`config.mk`:
```
export PLATFORM = sky130hd
export DESIGN_NAME = reg_resp_fifo
export DESIGN_NICKNAME = d
export VERILOG_FILES = /design/src/rtl/reg_resp_fifo.sv
export SDC_FILE = /design/constraint.sdc
export NUM_CORES = 1
export LEC_CHECK = 0
export BUFFER_PORTS_ARGS = -buffer_cell sky130_fd_sc_hd__buf_2
export CELL_PAD_IN_SITES_DETAIL_PLACEMENT = 1
export CELL_PAD_IN_SITES_GLOBAL_PLACEMENT = 1
export CORE_MARGIN = 2
export CORE_UTILIZATION = 50
export CTS_CLUSTER_SIZE = 14
export DETAILED_ROUTE_END_ITERATION = 10
export GPL_TIMING_DRIVEN = 0
export PLACE_DENSITY = 0.83
export SYNTH_ARGS = -nofsm -noshare
export SYNTH_HDL_FRONTEND = slang
export SYNTH_SLANG_ARGS = --single-unit
```
`constraint.sdc`:
```
create_clock -name clk -period 2.4 [get_ports clk]
set_input_delay 0.6 -clock clk [delete_from_list [all_inputs] [get_ports clk]]
set_output_delay 0.6 -clock clk [all_outputs]
set_load 0.02 [all_outputs]
```
`src/rtl/reg_resp_fifo.sv`:
```
// Divider result buffer: DEPTH-entry FIFO of {quotient, remainder} pairs with
// registered head outputs that hold the last presented result once drained.
module reg_resp_fifo #(
  parameter  int QW    = 8,
  parameter  int RW    = 9,
  parameter  int DEPTH = 4,
  localparam int CW    = $clog2(DEPTH) + 1
) (
  input  logic          clk,
  input  logic          rst,
  input  logic          fim_div,
  input  logic [QW-1:0] quoc,
  input  logic [RW-1:0] rest,
  input  logic          le,
  input  logic          limpa,
  output logic [QW-1:0] quocienteFim,
  output logic [RW-1:0] restoFim,
  output logic          valido,
  output logic          cheio,
  output logic          vazio,
  output logic [CW-1:0] ocupacao,
  output logic          estouro
);

  localparam int AW = $clog2(DEPTH);

  typedef struct packed {
    logic [QW-1:0] q;
    logic [RW-1:0] r;
  } entry_t;

  entry_t          mem [DEPTH];
  entry_t          din;
  logic [AW-1:0]   wr_ptr, rd_ptr, rd_nxt;
  logic [CW-1:0]   occ;
  logic            pop, push;

  generate
    if (DEPTH < 2 || (1 << AW) != DEPTH) begin : g_bad_depth
      $error("reg_resp_fifo: DEPTH must be a power of two >= 2");
    end
  endgenerate

  assign din    = '{q: quoc, r: rest};
  assign rd_nxt = rd_ptr + AW'(1);

  assign valido   = (occ != '0);
  assign vazio    = (occ == '0);
  assign cheio    = (occ == CW'(DEPTH));
  assign ocupacao = occ;

  // A pop frees a slot in the same cycle, so a full FIFO still accepts a push.
  assign pop  = le & valido;
  assign push = fim_div & (~cheio | pop);

  // Storage is not reset; only pointers and occupancy define what is valid.
  always_ff @(posedge clk) begin
    if (!limpa && push) mem[wr_ptr] <= din;
  end

  always_ff @(posedge clk or posedge rst) begin
    if (rst) begin
      wr_ptr       <= '0;
      rd_ptr       <= '0;
      occ          <= '0;
      estouro      <= 1'b0;
      quocienteFim <= '0;
      restoFim     <= '0;
    end else if (limpa) begin
      wr_ptr  <= '0;
      rd_ptr  <= '0;
      occ     <= '0;
      estouro <= 1'b0;
    end else begin
      if (push) wr_ptr <= wr_ptr + AW'(1);
      if (pop)  rd_ptr <= rd_nxt;
      if (push && !pop)      occ <= occ + CW'(1);
      else if (pop && !push) occ <= occ - CW'(1);
      if (fim_div && cheio && !pop) estouro <= 1'b1;
      // Head bypass when the pushed entry becomes the new head, else read ahead.
      if (push && (vazio || (pop && occ == CW'(1)))) begin
        quocienteFim <= din.q;
        restoFim     <= din.r;
      end else if (pop && occ > CW'(1)) begin
        quocienteFim <= mem[rd_nxt].q;
        restoFim     <= mem[rd_nxt].r;
      end
    end
  end

endmodule

```
==> results.sh, run 1 <==
export IMPL_yosys_warnings=0
export IMPL_clock_sinks=93
export IMPL_finalCritPeriodShare_pct=94.1
export IMPL_worst_r2r_cell_count=7
export IMPL_power_switching_uw=1320
export IMPL_antenna_found_initial=0
export IMPL_peakVddDrop_mv=0.576
export IMPL_post_route_util_pct=59.1
export IMPL_antenna_left=0
export IMPL_cts_htree_levels=3
export IMPL_synth_edf_count=68
export IMPL_hold_viol_final=0
export IMPL_cts_inserted_buffers=9
export IMPL_max_cap_violations=0
export IMPL_p_leak_uw=0.00169
export IMPL_grt_pass1_vias=2274
export IMPL_ys_seq_area_share_pct=65.2
export IMPL_seqPwrFrac_pct=49.2
export IMPL_pwr_share_clk_pct=23.1
export IMPL_async_flop_share_pct=26.9
export IMPL_drtIter0Drc=94
export IMPL_total_power_uw=4190
export IMPL_gp_congestion=0.770
export IMPL_ys_types=36
export IMPL_min_to="ocupacao[0]"
export IMPL_antenna_diode_count=0
export IMPL_critPathArrivalTime_ns=1.66
export IMPL_slew_viol_final=0
export IMPL_pwr_share_comb_pct=27.7
export IMPL_drc=0
export IMPL_dp_slack_ns=-0.210
export IMPL_ys_seq_elements=93
export IMPL_netlist_area_um2=4090
export IMPL_startpoint_type="flip-flop"
export IMPL_ys_flop_type="edfxtp_1"
export IMPL_worst_pin_slew_ns=1.12
export IMPL_fin_worst_skew_ns=0.0108
export IMPL_reg2reg_slack_ns=0.21
export IMPL_drtPass1Iterations=4
export IMPL_initial_core_util_pct=52.4
export IMPL_die_y_um=94.4
export IMPL_cts_root_buf="clkbuf_8"
export IMPL_grt_overflow=0
export IMPL_stdcell_area_um2=4610
export IMPL_routedWlPerCell_um=20.7
export IMPL_drive_gt1_share_pct=38.5
export IMPL_hp_start="limpa"
export IMPL_synthToLayoutAreaGrowth_pct=12.8
export IMPL_dpl_cell_area_um2=4430
export IMPL_hold_buffers=0
export IMPL_cts_setup_buffers=0
export IMPL_cts_tree="done"
export IMPL_synth_nets=255
export IMPL_p_int_uw=2870
export IMPL_via_count=2141
export IMPL_clkTransAtPathRegs_ns=0.09
export IMPL_critPathCaptureType="output pin"
export IMPL_grt_pass1_wl_um=12600
export IMPL_wl_um=7970
export IMPL_power_density_nw_per_um2=908
export IMPL_final_nets=308
export IMPL_period_minus_slack_ns=2.26
export IMPL_die_x_um=94.4
export IMPL_crit_required_ns=1.80
export IMPL_grt_max_degree=26
export IMPL_syn_avg_cell_area_um2=18.2
export IMPL_synthCells=225
export IMPL_port_buffers=42
export IMPL_cp_max_fo=9
export IMPL_routed_via_density=5.56
export IMPL_rsz0062_at_grt="no"
export IMPL_r2r_end="mem[3][7]"
export IMPL_ios=46
export IMPL_clockBufferDepth=2
export IMPL_critPathKind="reg -> out"
export IMPL_grt_usage_pct=19.7
export IMPL_clk_latency_ns=0.36
export IMPL_hold_depth=2
export IMPL_fp_row_count=32
export IMPL_dpl_hpwl_um=5230
export IMPL_outcome="finished clean"
export IMPL_die_area_um2=8920
export IMPL_setup_slack_ns=0.141
export IMPL_core_um2=7810
export IMPL_max_slew_margin_pct=25.0
export IMPL_swShare_pct=31.5
export IMPL_fmax_ghz=0.443
export IMPL_r2r_start="ocupacao[0]"
export IMPL_hold_path_class="in -> reg"
export IMPL_finalSetupViolCount=0
==> cell usage in the layout (no fill, tap or decap), drive strengths merged, types with 2 or more instances in the layout <==
cell	instances
nor2	9
o221a	17
a31oi	2
a21o	2
or2	2
nand2b	7
buf	55
nand3	5
ha	8
and2	4
edfxtp	68
nand3b	2
o211ai	2
mux4	17
dfrtp	25
clkinv	2
clkbuf	9
xnor2	2
a21oi	9
or2b	13
inv	14
nor3	3
==> worst max-delay path by stage <==
stage | startpoint | end | slack, ns
after global routing | ocupacao[1] | vazio | 0.02
after detailed placement | ocupacao[0] | mem[0][13] | -0.21
final | ocupacao[1] | vazio | 0.14
after CTS | ocupacao[0] | vazio | 0.02
after global placement | ocupacao[1] | mem[3][13] | -0.14
after floorplan | ocupacao[1] | mem[0][0] | 0.11
==> per-stage QoR <==
stage / hold slack (ns) / std cells / TNS [ns]
finish: 0.441 / 385 / 0
global placement: 0.474 / 369 / -9.14
floorplan: 0.542 / 225 / 0
detailed placement: 0.487 / 369 / -12.79
CTS: 0.425 / 385 / 0
global route: 0.424 / 385 / 0
==> critical path, cell delays in order, from the launching register on <==
cell and delay [ns]:
dfrtp_2 0.46, inv_1 0.11, ha_1 0.17, buf_6 0.14
nand2b_1 0.15, inv_1 0.11, buf_2 0.16
==> power groups by stage <==
stage | clock (µW) | combinational (µW) | sequential, µW
4_1_cts | 998 | 1180 | 2060
5_1_grt | 1050 | 1250 | 2080
6_report | 968 | 1160 | 2060
3_5_place_dp | 0 | 1180 | 2100
2_1_floorplan | 0 | 649 | 2260
3_3_place_gp | 0 | 1140 | 2090
==> cell usage after synthesis (2+ instances only) <==
cell type / count / area, µm²
nor3_1: 2 / 10.0
ha_1: 8 / 100
nor2_1: 8 / 30.0
a31oi_1: 2 / 12.5
or2_1: 2 / 12.5
o221a_4: 10 / 200
xnor2_1: 2 / 17.5
a21oi_2: 2 / 17.5
o221a_2: 7 / 78.8
nand2b_1: 6 / 37.5
mux4_1: 8 / 210
mux4_2: 9 / 203
dfrtp_1: 25 / 626
inv_1: 9 / 33.8
nand3_1: 5 / 25.0
buf_2: 4 / 20.0
buf_4: 2 / 15.0
edfxtp_1: 68 / 2040
or2b_1: 13 / 97.6
o211ai_1: 2 / 15.0
buf_12: 3 / 60.1
nand3b_1: 2 / 15.0
a21oi_1: 7 / 35.0
buf_6: 4 / 45.0
and2_1: 4 / 25.0
==> sequential cells by signal, summed over array words and instances, names as in the netlist <==
signal / flops
estouro: 1
quocienteFim: 8
restoFim: 9
ocupacao: 3
mem: 68
rd_ptr: 2
wr_ptr: 2
==> cells by family (layout without fill, tap and decap cells) <==
kind of cell | after synthesis | count (layout) | synth area share [%]
compound gates | 34 | 34 | 9.76
xor+xnor | 3 | 3 | 0.643
fa+ha+maj | 8 | 8 | 2.45
buf+inv | 22 | 80 | 4.25
flops | 93 | 93 | 65.2
mux | 18 | 18 | 10.3
simple gates | 47 | 47 | 7.34
==> final cells by class <==
cell class / count / area, µm²
Timing Repair Buffer: 42 / 210
Multi-Input combinational cell: 110 / 1250
Buffer: 13 / 140
Sequential cell: 93 / 2670
Clock inverter: 7 / 55.1
Inverter: 9 / 33.8
Clock buffer: 9 / 124
Tap cell: 102 / 128
Fill cell: 718 / 3190
==> metal layers <==
metal	vias to the layer above	GRT usage (%)	wire, µm
li1	982	-	-
met1	1106	25.0	3390
met2	43	33.9	4150
met3	10	5.75	340
met4	0	4.23	87
met5	-	0	0
==> timing repair <==
action / in CTS / in global routing
resized for setup: 4 / 2
hold endpoints to repair: 0 / 0
setup endpoints to repair: 68 / 70
No activity file was read; power rests on OpenSTA's default activity.
==> inputs of run 2 (changes only) <==
Settings changed: BUFFER_PORTS_ARGS -buffer_cell sky130_fd_sc_hd__buf_2 to -buffer_cell sky130_fd_sc_hd__clkbuf_2.
==> results.sh, run 2 (synthesis gave the netlist of run 1 again) <==
export IMPL_reg_largest_list="mem x68, restoFim x9, quocienteFim x8"
export IMPL_max_cap_violations=0
export IMPL_clockBufferDepth=2
export IMPL_met2_usage_pct=35.7
export IMPL_wl_um=8350
export IMPL_finalCritPeriodShare_pct=94.6
export IMPL_die_x_um=94.4
export IMPL_clk_latency_ns=0.37
export IMPL_die_y_um=94.4
export IMPL_pwr_share_comb_pct=27.8
export IMPL_final_nets=308
export IMPL_crit_top_cell="inv_1"
export IMPL_top_register="mem"
export IMPL_gp_congestion=0.744
export IMPL_core_um2=7810
export IMPL_die_area_um2=8920
export IMPL_max_slew_margin_pct=27.8
export IMPL_ios=46
export IMPL_cts_root_buf="clkbuf_8"
export IMPL_path_buf_inv=4
export IMPL_grt_max_degree=26
export IMPL_drive_gt1_share_pct=39.2
export IMPL_fin_worst_skew_ns=0.00867
export IMPL_final_common_cell="edfxtp_1"
export IMPL_cts_tree="done"
export IMPL_slew_viol_final=0
export IMPL_cp_max_fo=9
export IMPL_critPathCaptureType="output pin"
export IMPL_setup_slack_ns=0.130
export IMPL_routed_via_density=5.66
export IMPL_grt_pass1_vias=2322
export IMPL_layout_common_cells="68 x edfxtp_1, 42 x clkbuf_2, 23 x dfrtp_1, 13 x or2b_1, 10 x o221a_4"
export IMPL_critPathKind="reg -> out"
export IMPL_grt_use_met3_pct=4.55
export IMPL_post_route_util_pct=59.2
export IMPL_hold_viol_final=0
export IMPL_antenna_found_initial=0
export IMPL_drtIter0Drc=111
export IMPL_grt_pass1_wl_um=13200
export IMPL_hold_path_class="in -> reg"
export IMPL_rsz0062_at_grt="no"
export IMPL_critical_path_max_stage_delay_ns=0.47
export IMPL_finalSetupTns_ns=0
export IMPL_antenna_diode_count=0
export IMPL_via_count=2180
export IMPL_grt_overflow=0
export IMPL_drc=0
export IMPL_worstPathCellList="inv_1 > ha_1 > buf_6 > nand2b_2 > inv_1 > clkbuf_2"
export IMPL_drtPass1Iterations=4
export IMPL_peakVddDrop_mv=0.540
export IMPL_swShare_pct=32.3
export IMPL_antenna_left=0
export IMPL_crit_required_ns=1.80
export IMPL_synthToLayoutAreaGrowth_pct=12.9
export IMPL_use_met1_pct=26.3
export IMPL_port_buffers=42
export IMPL_period_minus_slack_ns=2.27
export IMPL_clkTransAtPathRegs_ns=0.09
export IMPL_pwr_share_clk_pct=23.3
export IMPL_hold_buffers=0
export IMPL_dp_slack_ns=-0.251
export IMPL_grt_usage_pct=20.7
export IMPL_initial_core_util_pct=52.4
export IMPL_dpl_cell_area_um2=4430
export IMPL_seqPwrFrac_pct=48.9
export IMPL_startpoint_type="flip-flop"
export IMPL_p_leak_uw=0.00169
export IMPL_worst_pin_slew_ns=1.08
export IMPL_fp_row_count=32
export IMPL_slowest_stage="dfrtp_2"
export IMPL_p_int_uw=2860
export IMPL_cts_setup_buffers=0
export IMPL_outcome="finished clean"
export IMPL_critPathArrivalTime_ns=1.67
export IMPL_finalSetupViolCount=0
export IMPL_clock_sinks=93
export IMPL_power_switching_uw=1370
export IMPL_cts_htree_levels=3
export IMPL_stdcell_area_um2=4620
export IMPL_cts_inserted_buffers=9
export IMPL_cp_top_family="buffers and inverters"
export IMPL_largest_register_ffs=68
export IMPL_routedWlPerCell_um=21.7
export IMPL_dpl_hpwl_um=5480
export IMPL_fmax_ghz=0.441
export IMPL_power_density_nw_per_um2=916
export IMPL_busiest_layer="met2"
run 2: final cells by class:
| type | count | area (µm²) |
|---|---|---|
| Multi-Input combinational cell | 110 | 1260 |
| Sequential cell | 93 | 2670 |
| Clock buffer | 9 | 124 |
| Timing Repair Buffer | 42 | 210 |
| Fill cell | 711 | 3190 |
| Clock inverter | 7 | 56.3 |
| Inverter | 9 | 33.8 |
| Tap cell | 102 | 128 |
| Buffer | 13 | 140 |
run 2: power by group through the flow:
stage | Clock [µW] | Sequential (µW) | Combinational, µW
detailed placement | 0 | 2110 | 1180
floorplan | 0 | 2260 | 649
global route | 1060 | 2100 | 1260
finish | 983 | 2070 | 1180
CTS | 995 | 2070 | 1190
global placement | 0 | 2090 | 1130
run 2: timing repair:
action,4_1_cts,5_1_grt
resized for setup,5,2
hold endpoints to repair,0,0
endpoints found under the setup margin,69,70
run 2: final timing paths:
kind / to / slack [ns] / start / cells past startpoint
max: vazio / 0.13 / ocupacao[1] / 6
min: ocupacao[1] / 0.44 / limpa / 2
max reg2reg: mem[3][12] / 0.14 / ocupacao[1] / 7
min reg2reg: estouro / 0.52 / estouro / 2
max in group asynchronous: ocupacao[0] / 1.21 / rst / 2
min in group asynchronous: restoFim[6] / 0.47 / rst / 2
run 2: per-stage QoR:
step / power, µW / hold WS [ns] / instances
after CTS: 4260 / 0.429 / 385
after detailed placement: 3290 / 0.496 / 369
after global placement: 3230 / 0.477 / 369
after global routing: 4430 / 0.433 / 385
after floorplan: 2910 / 0.542 / 225
final: 4230 / 0.435 / 385
run 2: worst reg2reg max path: stages, from the launching register on:
cell	delay [ns]
dfrtp_2	0.45
inv_1	0.11
ha_1	0.20
buf_6	0.14
nand2_1	0.11
inv_1	0.09
a21oi_1	0.26
and2_2	0.54
run 2: per-layer routing:
metal / wire length [µm] / part of all wire, %
met2: 4460 / 53
met1: 3530 / 42
met5: 0 / 0
met3: 241 / 2.9
met4: 120 / 1.4
